File: src/rtl/carrier_dds_if.sv
// carrier_dds control/sample bundle: tuning and phase controls in, samples and strobes out.
// master drives the controls, slave is the DDS itself.
interface carrier_dds_if #(
    parameter int ACC_W  = 24,
    parameter int ADDR_W = 5,
    parameter int DATA_W = 8
);
    logic              en;
    logic              sync_clr;
    logic              ftw_ld;
    logic [ACC_W-1:0]  ftw_in;
    logic [ADDR_W-1:0] pow_in;
    logic [DATA_W-1:0] sin_out;
    logic [DATA_W-1:0] cos_out;
    logic              out_valid;
    logic              wrap_out;

    modport master (
        output en, sync_clr, ftw_ld, ftw_in, pow_in,
        input  sin_out, cos_out, out_valid, wrap_out
    );

    modport slave (
        input  en, sync_clr, ftw_ld, ftw_in, pow_in,
        output sin_out, cos_out, out_valid, wrap_out
    );
endinterface

File: src/rtl/carrier_dds.sv
// carrier_dds: phase accumulator + quarter-wave sine table, offset-binary out; CARRIER_QUAD_EN adds cos_out.
// Latency 2 clocks from en edge to sample; no backpressure, one sample launched per en cycle.
module carrier_dds #(
    parameter int ACC_W  = 24,
    parameter int ADDR_W = 5,
    parameter int DATA_W = 8
) (
    input  logic         clk,
    input  logic         reset_n,
    carrier_dds_if.slave dds
);
    localparam int N  = 1 << ADDR_W;
    localparam int QN = N / 4;
    localparam int JW = ADDR_W - 1;
    localparam int JN = 1 << JW;
    localparam logic [DATA_W-1:0] MID = {1'b0, {(DATA_W-1){1'b1}}};

    // Table padded to a power of two so every j index stays in range.
    function automatic logic [JN*DATA_W-1:0] build_q();
        logic [JN*DATA_W-1:0] v;
        real x, t, s;
        v = '0;
        for (int i = 0; i <= QN; i++) begin
            x = 6.283185307179586 * real'(i) / real'(N);
            s = x;
            t = x;
            for (int n = 1; n < 12; n++) begin
                t = -t * x * x / real'((2 * n) * (2 * n + 1));
                s = s + t;
            end
            v[i*DATA_W +: DATA_W] = DATA_W'($rtoi(s * real'(1 << (DATA_W - 1)) + 0.5));
        end
        return v;
    endfunction

    localparam logic [JN*DATA_W-1:0] Q_PACK = build_q();

    // Returns {negative, j}.
    function automatic logic [JW:0] fold(input logic [ADDR_W-1:0] k);
        logic [JW-1:0] r;
        r = {1'b0, k[ADDR_W-3:0]};
        return {k[ADDR_W-1], k[ADDR_W-2] ? (JW'(QN) - r) : r};
    endfunction

    function automatic logic [DATA_W-1:0] qlut(input logic [JW-1:0] j);
        return Q_PACK[int'(j)*DATA_W +: DATA_W];
    endfunction

    function automatic logic [DATA_W-1:0] to_samp(input logic neg, input logic [DATA_W-1:0] q);
        logic [DATA_W:0] sum;
        sum = neg ? ({1'b0, MID} - {1'b0, q}) : ({1'b0, MID} + {1'b0, q});
        if (neg && sum[DATA_W]) begin
            return '0;
        end
        return sum[DATA_W-1:0];
    endfunction

    logic [ACC_W-1:0]  acc;
    logic [ACC_W-1:0]  ftw;
    logic              cy;
    logic [ADDR_W-1:0] k_sin;
    logic [JW:0]       f_sin;
    logic              s1_vld;
    logic              s1_wrap;
    logic              s1_neg;
    logic [JW-1:0]     s1_j;

    assign k_sin = acc[ACC_W-1 -: ADDR_W] + dds.pow_in;
    assign f_sin = fold(k_sin);

    always_ff @(posedge clk or negedge reset_n) begin
        if (!reset_n) begin
            ftw <= '0;
            acc <= '0;
            cy  <= 1'b0;
        end else begin
            if (dds.ftw_ld) begin
                ftw <= dds.ftw_in;
            end
            if (dds.sync_clr) begin
                acc <= '0;
                cy  <= 1'b0;
            end else if (dds.en) begin
                {cy, acc} <= {1'b0, acc} + {1'b0, ftw};
            end
        end
    end

    // cy marks that the current acc came from an overflowing add.
    always_ff @(posedge clk or negedge reset_n) begin
        if (!reset_n) begin
            s1_vld  <= 1'b0;
            s1_wrap <= 1'b0;
            s1_neg  <= 1'b0;
            s1_j    <= '0;
        end else begin
            s1_vld <= dds.en;
            if (dds.en) begin
                s1_wrap <= cy;
                s1_neg  <= f_sin[JW];
                s1_j    <= f_sin[JW-1:0];
            end
        end
    end

    always_ff @(posedge clk or negedge reset_n) begin
        if (!reset_n) begin
            dds.sin_out   <= MID;
            dds.out_valid <= 1'b0;
            dds.wrap_out  <= 1'b0;
        end else begin
            dds.out_valid <= s1_vld;
            dds.wrap_out  <= s1_vld & s1_wrap;
            if (s1_vld) begin
                dds.sin_out <= to_samp(s1_neg, qlut(s1_j));
            end
        end
    end

`ifdef CARRIER_QUAD_EN
    logic [ADDR_W-1:0] k_cos;
    logic [JW:0]       f_cos;
    logic              c1_neg;
    logic [JW-1:0]     c1_j;

    assign k_cos = k_sin + ADDR_W'(QN);
    assign f_cos = fold(k_cos);

    always_ff @(posedge clk or negedge reset_n) begin
        if (!reset_n) begin
            c1_neg      <= 1'b0;
            c1_j        <= '0;
            dds.cos_out <= MID;
        end else begin
            if (dds.en) begin
                c1_neg <= f_cos[JW];
                c1_j   <= f_cos[JW-1:0];
            end
            if (s1_vld) begin
                dds.cos_out <= to_samp(c1_neg, qlut(c1_j));
            end
        end
    end
`else
    assign dds.cos_out = MID;
`endif

endmodule

File: src/flat_wrapper.sv
// flat-port wrapper written by rule: the top's interface ports become plain ports
module carrier_dds_flat 
#(
    parameter int ACC_W  = 24,
    parameter int ADDR_W = 5,
    parameter int DATA_W = 8
)
  (clk, reset_n, dds_en, dds_sync_clr, dds_ftw_ld, dds_ftw_in, dds_pow_in, dds_sin_out, dds_cos_out, dds_out_valid, dds_wrap_out);
  carrier_dds_if #(.ACC_W(ACC_W), .ADDR_W(ADDR_W), .DATA_W(DATA_W)) dds_i ();
  input  logic clk;
  input  logic reset_n;
  input wire logic [$bits(dds_i.en)-1:0] dds_en;
  input wire logic [$bits(dds_i.sync_clr)-1:0] dds_sync_clr;
  input wire logic [$bits(dds_i.ftw_ld)-1:0] dds_ftw_ld;
  input wire logic [$bits(dds_i.ftw_in)-1:0] dds_ftw_in;
  input wire logic [$bits(dds_i.pow_in)-1:0] dds_pow_in;
  output wire logic [$bits(dds_i.sin_out)-1:0] dds_sin_out;
  output wire logic [$bits(dds_i.cos_out)-1:0] dds_cos_out;
  output wire logic [$bits(dds_i.out_valid)-1:0] dds_out_valid;
  output wire logic [$bits(dds_i.wrap_out)-1:0] dds_wrap_out;
  assign dds_i.en = dds_en;
  assign dds_i.sync_clr = dds_sync_clr;
  assign dds_i.ftw_ld = dds_ftw_ld;
  assign dds_i.ftw_in = dds_ftw_in;
  assign dds_i.pow_in = dds_pow_in;
  assign dds_sin_out = dds_i.sin_out;
  assign dds_cos_out = dds_i.cos_out;
  assign dds_out_valid = dds_i.out_valid;
  assign dds_wrap_out = dds_i.wrap_out;
  carrier_dds #(.ACC_W(ACC_W), .ADDR_W(ADDR_W), .DATA_W(DATA_W)) u_core (.clk(clk), .reset_n(reset_n), .dds(dds_i));
endmodule
File: config.mk
export PLATFORM = sky130hd
export DESIGN_NAME = carrier_dds_flat
export DESIGN_NICKNAME = d
export VERILOG_FILES = /design/src/rtl/carrier_dds_if.sv /design/src/rtl/carrier_dds.sv /design/src/flat_wrapper.sv
export SDC_FILE = /design/constraint.sdc
export NUM_CORES = 1
export LEC_CHECK = 0
export ABC_AREA = 1
export CORE_MARGIN = 2
export CORE_UTILIZATION = 52
export DETAILED_ROUTE_END_ITERATION = 10
export PLACE_DENSITY_LB_ADDON = 0.25
export REMOVE_ABC_BUFFERS = 1
export SYNTH_ARGS = -nofsm -noshare
export SYNTH_HDL_FRONTEND = slang
export SYNTH_SLANG_ARGS = --single-unit
File: constraint.sdc
create_clock -name clk -period 1.83 [get_ports clk]
set_clock_uncertainty 0.05 [all_clocks]
set_input_delay 0.183 -clock clk [delete_from_list [all_inputs] [get_ports clk]]
set_output_delay 0.183 -clock clk [all_outputs]
set_load 0.01 [all_outputs]
### Yosys cells after proc, flatten, opt, wreduce, memory -nomap -nowiden

Cells that the tools add are included.

| word-level totals | value |
|---|---|
| logic and storage cells | 29 |
| output and inout port bits | 18 |
| flip-flop bits (word level) | 66 |
| bits of input ports | 34 |

| operators by class | value |
|---|---|
| add/sub/neg operators | 5 |
| muxes and demuxes | 10 |
| shift-type cells | 1 |
| reductions and logical operators | 2 |
| bitwise gates (word level) | 1 |

Operators by type and width:

| kind | number |
|---|---|
| $shiftx 128x8->8 const A | 1 |
| $mux 24 | 2 |
| $add 24x24->25 | 1 |
| $mux 8 | 2 |
| $add 7x8->9 const A | 1 |
| $mux 9 | 1 |
| $sub 7x8->9 const A | 1 |
| $add 5x5->5 | 1 |
| $mux 1 | 4 |
| $mux 4 | 1 |
| $sub 4x3->4 const A | 1 |
| $reduce_bool 2->1 | 1 |
| $and 1x1->1 | 1 |
| $logic_and 1x1->1 | 1 |

### Logic depth before layout (Yosys ltp)

Gate-level depths: netlist of the first run.

| depth | value |
|---|---|
| depth after elaboration | 7 |
| mapped depth | 14 |
| gate-level depth less buffers | 14 |

### Worst setup path after synthesis of the first run

No wires, ideal clock.

| timing path | value |
|---|---|
| kind | register to register |
| start | register u_core.ftw[0] |
| end | register u_core.acc[20] |
| data required time | 1.663 ns |
| data arrival time | 1.651 ns |
| stages on the path, launching flop included | 11 |
| clock period less this slack | 1.818 ns |
| setup time | 0.117 ns |
| setup slack | 0.012 ns |
| buffers on the path | 0 |
| path through | dfrtp_1 > ha_1 > fa_1 > nand3_1 > inv_1 > nor2_2 > inv_1 > nand3_1 > nand4_1 > nand3_1 > nand2_1 |

| between the ends | value |
|---|---|
| cells in the longest elaborated chain, start to end | 3 |

Ends and longest elaborated chain:

| element | RTL line | RTL |
|---|---|---|
| from (decl) | carrier_dds.sv:59 | `logic [ACC_W-1:0] ftw;` |
| from (signal assigned) | carrier_dds.sv:78 | `ftw <= dds.ftw_in;` |
| $add 24x24->25 | carrier_dds.sv:84 | `{cy, acc} <= {1'b0, acc} + {1'b0, ftw};` |
| $mux 24 | carrier_dds.sv:83 | `end else if (dds.en) begin` |
| $mux 24 | carrier_dds.sv:80 | `if (dds.sync_clr) begin` |
| to (signal assigned) | carrier_dds.sv:84 |  |
| to (decl) | carrier_dds.sv:58 | `logic [ACC_W-1:0] acc;` |

Every way passes these cells. The select of a mux whose other input is x is not followed.
A chain may end at the register's enable or synchronous reset.

### Worst setup path in the final report of the first run

| timing path | value |
|---|---|
| start | register u_core.acc[19] |
| end | register u_core.s1_j[1] |

| between the ends | value |
|---|---|
| cells in the longest elaborated chain, start to end | 3 |

Ends and longest elaborated chain:

| element | RTL line | RTL |
|---|---|---|
| $add 5x5->5 (*) | carrier_dds.sv:68 | `assign k_sin = acc[ACC_W-1 -: ADDR_W] + dds.pow_in;` |
| $sub 4x3->4 | carrier_dds.sv:42 | `return {k[ADDR_W-1], k[ADDR_W-2] ? (JW'(QN) - r) : r};` |
| $mux 4 (*) | carrier_dds.sv:42 |  |
| to (signal assigned) | carrier_dds.sv:101 | `s1_j <= f_sin[JW-1:0];` |
| to (decl) | carrier_dds.sv:66 | `logic [JW-1:0] s1_j;` |

Mark *: on every way between the ends. The rest lies on a longest branch, timed or not.

==> impl_metrics.tcl, run 1 <==
set metrics [dict create \
    ff2ff_setup_slack_ps -20 \
    cts_tree "built" \
    seq_area_frac_synth_pct 34.75 \
    final_max_slew_viol_count 0 \
    final-instance-count-excl-fill 836 \
    grt_max_degree 67 \
    fmax_mhz 539.3 \
    power_uw 6616 \
    arrival_ps 2030 \
    synth_top_cells_by_area "dfrtp_1 (31%), nand2_1 (18%), ha_1 (9.4%)" \
    p_leak_uw 0.003135 \
    avgSynthCellArea_um2 7.431 \
    dr.pass1.iters 4 \
    syn_area_um2 4778 \
    std_cell_rows 34 \
    synth-async-reset-ratio_pct 100.0 \
    grt_pass1_wl_mm 20.23 \
    synthToLayoutAreaGrowth_pct 30.92 \
    crit_start "u_core.acc[19]" \
    num_antenna_cells 0 \
    vias_per_cell 5.379 \
    synth_edf_count 0 \
    antenna_found_initial 0 \
    drc_errors 0 \
    ys.flop_type "dfrtp_1" \
    period_share_pct 101.3 \
    crit_fanout 3 \
    worstSetupStartpointType "flop" \
    final_common_cell "nand2_1" \
    hold_violations 0 \
    violations "negative setup slack" \
    wl_mm 12.49 \
    die_h_um 99.86 \
    drt_iter0_drc 201 \
    die-area_um2 9972 \
    io_buffers 43 \
    hold_path.class "input port to asynchronous set/reset pin" \
    htreeDepth 3 \
    track_usage_pct 25.54 \
    die_w_um 99.86 \
    hpwl_mm 9.199 \
    ff2ff_path_depth 6 \
    drv_cap 0 \
    finalNetCount 795 \
    r2r_end "u_core.s1_j[1]" \
    yosys.area.top_type_share_pct 30.90 \
    grt-ovfl-total 0 \
    clock_latency_ps 350 \
    gp_congestion 0.9077 \
    cts_buffers 9 \
    rsz0062_at_grt "true" \
    wl_per_cell_um 14.94 \
    setup_ws_ps -24.41 \
    ant_nets 0 \
    final_cell_mix "nand2_1 (211), inv_1 (83), dfrtp_1 (54)" \
    coreArea_um2 8806 \
    cts_max_path_buffers 2 \
    status "finished, violations left" \
    tns_ps -33.67 \
    period_needed_ps 1854 \
    final_core_utilization_pct 71.04 \
    required_ps 2000 \
    ios 52 \
    dp_cells 806 \
    cts_sinks 66 \
    post-synth-top-area-cell "dfrtp_1" \
    ys_ff_latch 66 \
    r2r-start "u_core.acc[19]" \
    layout-drive-gt1-share_pct 26.65 \
    synthCells 643 \
    grt_pass1_vias 4393 \
    cts_root_buf "clkbuf_8" \
    power_density_nw_per_um2 1057 \
    endpoint_kind "flop" \
    start_util_pct 54.26 \
    path_clk_slew_ps 90 \
    critPathKind "flop to flop" \
    setup_violations 3 \
    ys_warn_count 0 \
    pre_cts_ws_ps -312.7 \
    yosysUniqueCellTypes 41 \
    routed-via-count 4497 \
    vdd_drop_max_mv 0.5951 \
]
==> Yosys cell counts, types with 3 or more instances <==
| cell type | count |
|---|---|
| a21oi_1 | 26 |
| a21oi_2 | 3 |
| a22o_1 | 4 |
| buf_2 | 4 |
| buf_4 | 10 |
| dfrtp_1 | 59 |
| dfstp_2 | 7 |
| ha_1 | 36 |
| inv_1 | 88 |
| inv_2 | 6 |
| mux2_2 | 24 |
| nand2_1 | 225 |
| nand2_2 | 8 |
| nand3_1 | 33 |
| nand3_2 | 3 |
| nand3b_1 | 3 |
| nand4_1 | 5 |
| nor2_1 | 38 |
| nor2_2 | 6 |
| nor3_1 | 3 |
| o21ai_0 | 14 |
| o21ai_1 | 5 |
| xor2_1 | 3 |
==> stage by stage <==
step	area (um^2)	hold WS [ps]
6_report	6256	347.4
5_1_grt	6256	389.7
4_1_cts	5857	337.6
3_5_place_dp	5445	182.8
3_3_place_gp	5445	180.9
2_1_floorplan	4687	-162.6
==> how the worst max path moves through the flow <==
stage,endpoint,slack (ps)
global route,u_core.s1_j[1],-110
floorplan,u_core.cy,3
global placement,u_core.s1_j[1],-220
finish,u_core.s1_j[1],-20
CTS,u_core.cy,-8
detailed placement,u_core.s1_j[1],-310
==> logic make-up after synthesis <==
group	after synthesis	synth area share [%]
AND/OR/NAND/NOR	333	30.03
buffers and inverters	111	9.767
flip-flops	66	34.75
AO/OA/AOI/OAI	64	8.458
adder cells (fa/ha/maj)	38	10.26
multiplexers	24	5.656
XOR/XNOR	5	0.9166
other	2	0.1572
==> final cells by class <==
| class | count | area (um^2) |
|---|---|---|
| multi-input cells | 472 | 3151 |
| fillers | 699 | 2550 |
| flip-flops and latches | 66 | 1667 |
| repair buffers | 80 | 747.0 |
| inverters | 94 | 355.3 |
| well taps | 108 | 135.1 |
| clock buffers | 9 | 123.9 |
| clock inverters | 7 | 77.57 |
==> layer usage <==
layer | GRT usage, % | share of wire, % | vias to the layer above
met5 | 0 | 0 | -
met4 | 11.70 | 3.7 | 0
met3 | 3.482 | 3.4 | 38
met2 | 44.44 | 50 | 128
met1 | 31.54 | 43 | 2141
li1 | - | - | 2190
==> power by group <==
group / switching [uW] / leakage (uW) / total, uW / internal, uW
clock: 632 / 0.000100 / 1270 / 641
combinational: 1740 / 0.00223 / 3260 / 1520
sequential: 295 / 0.000804 / 2080 / 1790
total: 2670 / 0.00313 / 6620 / 3950
==> timing repair <==
action,CTS,global route
hold buffers,1,0
pin swaps,6,25
endpoints found under the hold margin,59,0
endpoints found under the setup margin,18,26
buffers inserted,3,10
gates resized for setup,26,72
==> worst max-delay path, cell delays in order (launching register included) <==
cell and delay [ps]:
dfrtp_2 450, ha_4 180, fa_2 540, inv_2 50, ha_4 210, o211ai_1 160, o21ai_1 90
==> registers in the layout, indices dropped and copies added (netlist names) <==
signal,count
u_core.cy,1
u_core.acc,24
u_core.s1_j,4
u_core.dds.wrap_out,1
u_core.s1_vld,1
u_core.s1_neg,1
u_core.dds.out_valid,1
u_core.s1_wrap,1
u_core.ftw,24
u_core.dds.sin_out,8
(Power assumes the default switching activity.)
==> run 2, diff against run 1 <==
Settings changed: CTS_CLUSTER_DIAMETER set to 120, MAX_ROUTING_LAYER set to met4.
==> run 2 against run 1 <==
Compared with the run above:
- the flow now finishes without violations
- register-to-register slack improved by 40 ps
- clock-buffer cell count rose by 2
- wire length fell by 1.2%
- clock power fell by 9%
- flip-flop and latch count did not move
- first-iteration DRC count rose by 20%
- critical endpoint is now u_core.cy
==> impl_metrics.tcl, run 2 (same netlist as run 1, synthesis figures left out) <==
set metrics [dict create \
    wl_met2_mm 6.228 \
    num_antenna_cells 0 \
    period_needed_ps 1819 \
    rsz0062_at_grt "true" \
    drc_errors 0 \
    fmax_mhz 549.7 \
    ff2ff_setup_slack_ps 10 \
    slowest_stage "dfrtp_1" \
    final_common_cell "nand2_1" \
    status "complete, no violations" \
    antenna_found_initial 0 \
    hold_violations 0 \
    die_h_um 99.86 \
    postLayoutCellArea_um2 6322 \
    setup_violations 0 \
    vias_per_cell 5.252 \
    drv_cap 0 \
    wl_met3_um 525 \
    grt-ovfl-total 0 \
    grt_pass1_wl_mm 19.36 \
    gp_congestion 0.9080 \
    max_stage_delay_ps 390 \
    routed-via-count 4412 \
    grt_pass1_vias 4203 \
    wl_met1_mm 5.326 \
    worstSetupStartpointType "flop" \
    die-area_um2 9972 \
    place_area_um2 5453 \
    setup_ws_ps 10.87 \
    cts_root_buf "clkbuf_8" \
    hpwl_mm 8.602 \
    r2r-start "u_core.ftw[0]" \
    die_w_um 99.86 \
    arrival_ps 2020 \
    critPathKind "flop to flop" \
    cts_sinks 66 \
    coreArea_um2 8806 \
    cts_tree "built" \
    track_usage_pct 25.06 \
    pre_cts_ws_ps -279.7 \
    ff2ff_path_depth 12 \
    path_clk_slew_ps 80 \
    power_density_nw_per_um2 1033 \
    crit_chain "ha_2 > fa_2 > nand3_2 > inv_2 > nor2_4 > o21ai_4 > nand2_2 > nand2_2 > nand2_1 > nand2_1 > nand2_1 > nand2_1" \
    htreeDepth 3 \
    cp.buffers_inverters 1 \
    cp_common_cell "nand2_1" \
    ant_nets 0 \
    final_core_utilization_pct 71.80 \
    period_share_pct 99.41 \
    crit_fanout 4 \
    finalNetCount 799 \
    start_util_pct 54.26 \
    crit_end "u_core.cy" \
    r2r_end "u_core.cy" \
    ios 52 \
    hold_path.class "input port to asynchronous set/reset pin" \
    dr.max_layer_used "met4" \
    io_buffers 43 \
    crit_start "u_core.ftw[0]" \
    clock_latency_ps 360 \
    tns_ps 0 \
    synthToLayoutAreaGrowth_pct 32.31 \
    required_ps 2030 \
    dr.pass1.iters 5 \
    fillers 693 \
    cts_max_path_buffers 2 \
    layout-drive-gt1-share_pct 28.69 \
    drt_iter0_drc 242 \
    cp_num_cells 12 \
    final_cell_mix "nand2_1 (204), inv_1 (82), dfrtp_1 (56)" \
    p_leak_uw 0.003154 \
    wl_mm 12.34 \
    final_max_slew_viol_count 0 \
    vdd_drop_max_mv 0.4788 \
    wl_per_cell_um 14.69 \
    reg_top3 "u_core.acc (24), u_core.ftw (24), u_core.dds.sin_out (8)" \
    grt_max_degree 67 \
    endpoint_kind "flop" \
    cts_buffers 9 \
    crit_family "adder cells" \
    std_cell_rows 34 \
]
run 2: power breakdown:
group | leakage, uW | internal (uW) | switching, uW | total, uW
combinational | 0.00226 | 1540 | 1770 | 3310
clock | 0.0000899 | 536 | 613 | 1150
sequential | 0.000807 | 1780 | 285 | 2070
total | 0.00315 | 3860 | 2670 | 6530
run 2: stage by stage:
stage / std cells / total power (uW) / hold WS (ps)
floorplan: 632 / 3722 / -162.6
global placement: 807 / 4516 / 180.6
detailed placement: 807 / 4592 / 183.1
CTS: 826 / 5838 / 329.2
global route: 840 / 7001 / 355.7
finish: 840 / 6529 / 324.5
run 2: how the worst min path moves through the flow:
stage	start	to	slack [ps]
3_5_place_dp	reset_n	u_core.dds.out_valid	180
2_1_floorplan	reset_n	u_core.acc[0]	-160
3_3_place_gp	reset_n	u_core.dds.out_valid	180
6_report	reset_n	u_core.ftw[14]	320
4_1_cts	reset_n	u_core.ftw[14]	330
5_1_grt	reset_n	u_core.dds.out_valid	360
run 2: layer usage:
metal	vias up	GRT usage, %
li1	2191	-
met1	2086	31.55
met2	110	42.20
met3	25	3.203
met4	0	8.114
met5	-	-
run 2: cell type report:
type / instances / area [um^2] / share of cell area, %
repair buffers: 84 / 764.5 / 12.09
clock buffers: 11 / 141.4 / 2.236
inverters: 94 / 355.3 / 5.620
flip-flops and latches: 66 / 1664 / 26.32
well taps: 108 / 135.1 / 2.137
clock inverters: 5 / 38.79 / 0.6135
multi-input cells: 472 / 3223 / 50.98
run 2: repair_timing:
item                                    in CTS  in global routing
gates resized for setup                     27                 96
hold buffers                                 1                  0
endpoints found under the hold margin       59                  0
endpoints found under the setup margin      17                 29
setup buffers                                2                 14
pin swaps                                    8                 36
run 2: worst register-to-register path: cells and delay by family, from the launching register on:
family	cells	cell delay, ps
buffers and inverters	1	40
DFF	1	390
adders and majority gates	2	580
AOI/OAI and AO/OA	1	100
and+or+nand+nor	8	550
==> run 3, diff against run 2 <==
Settings changed: CTS_CLUSTER_DIAMETER 120 to 100, HOLD_SLACK_MARGIN set to 0.05.
==> results of run 3 <==
Same layout as run 2: the final DEF is identical, and so are final timing and power.
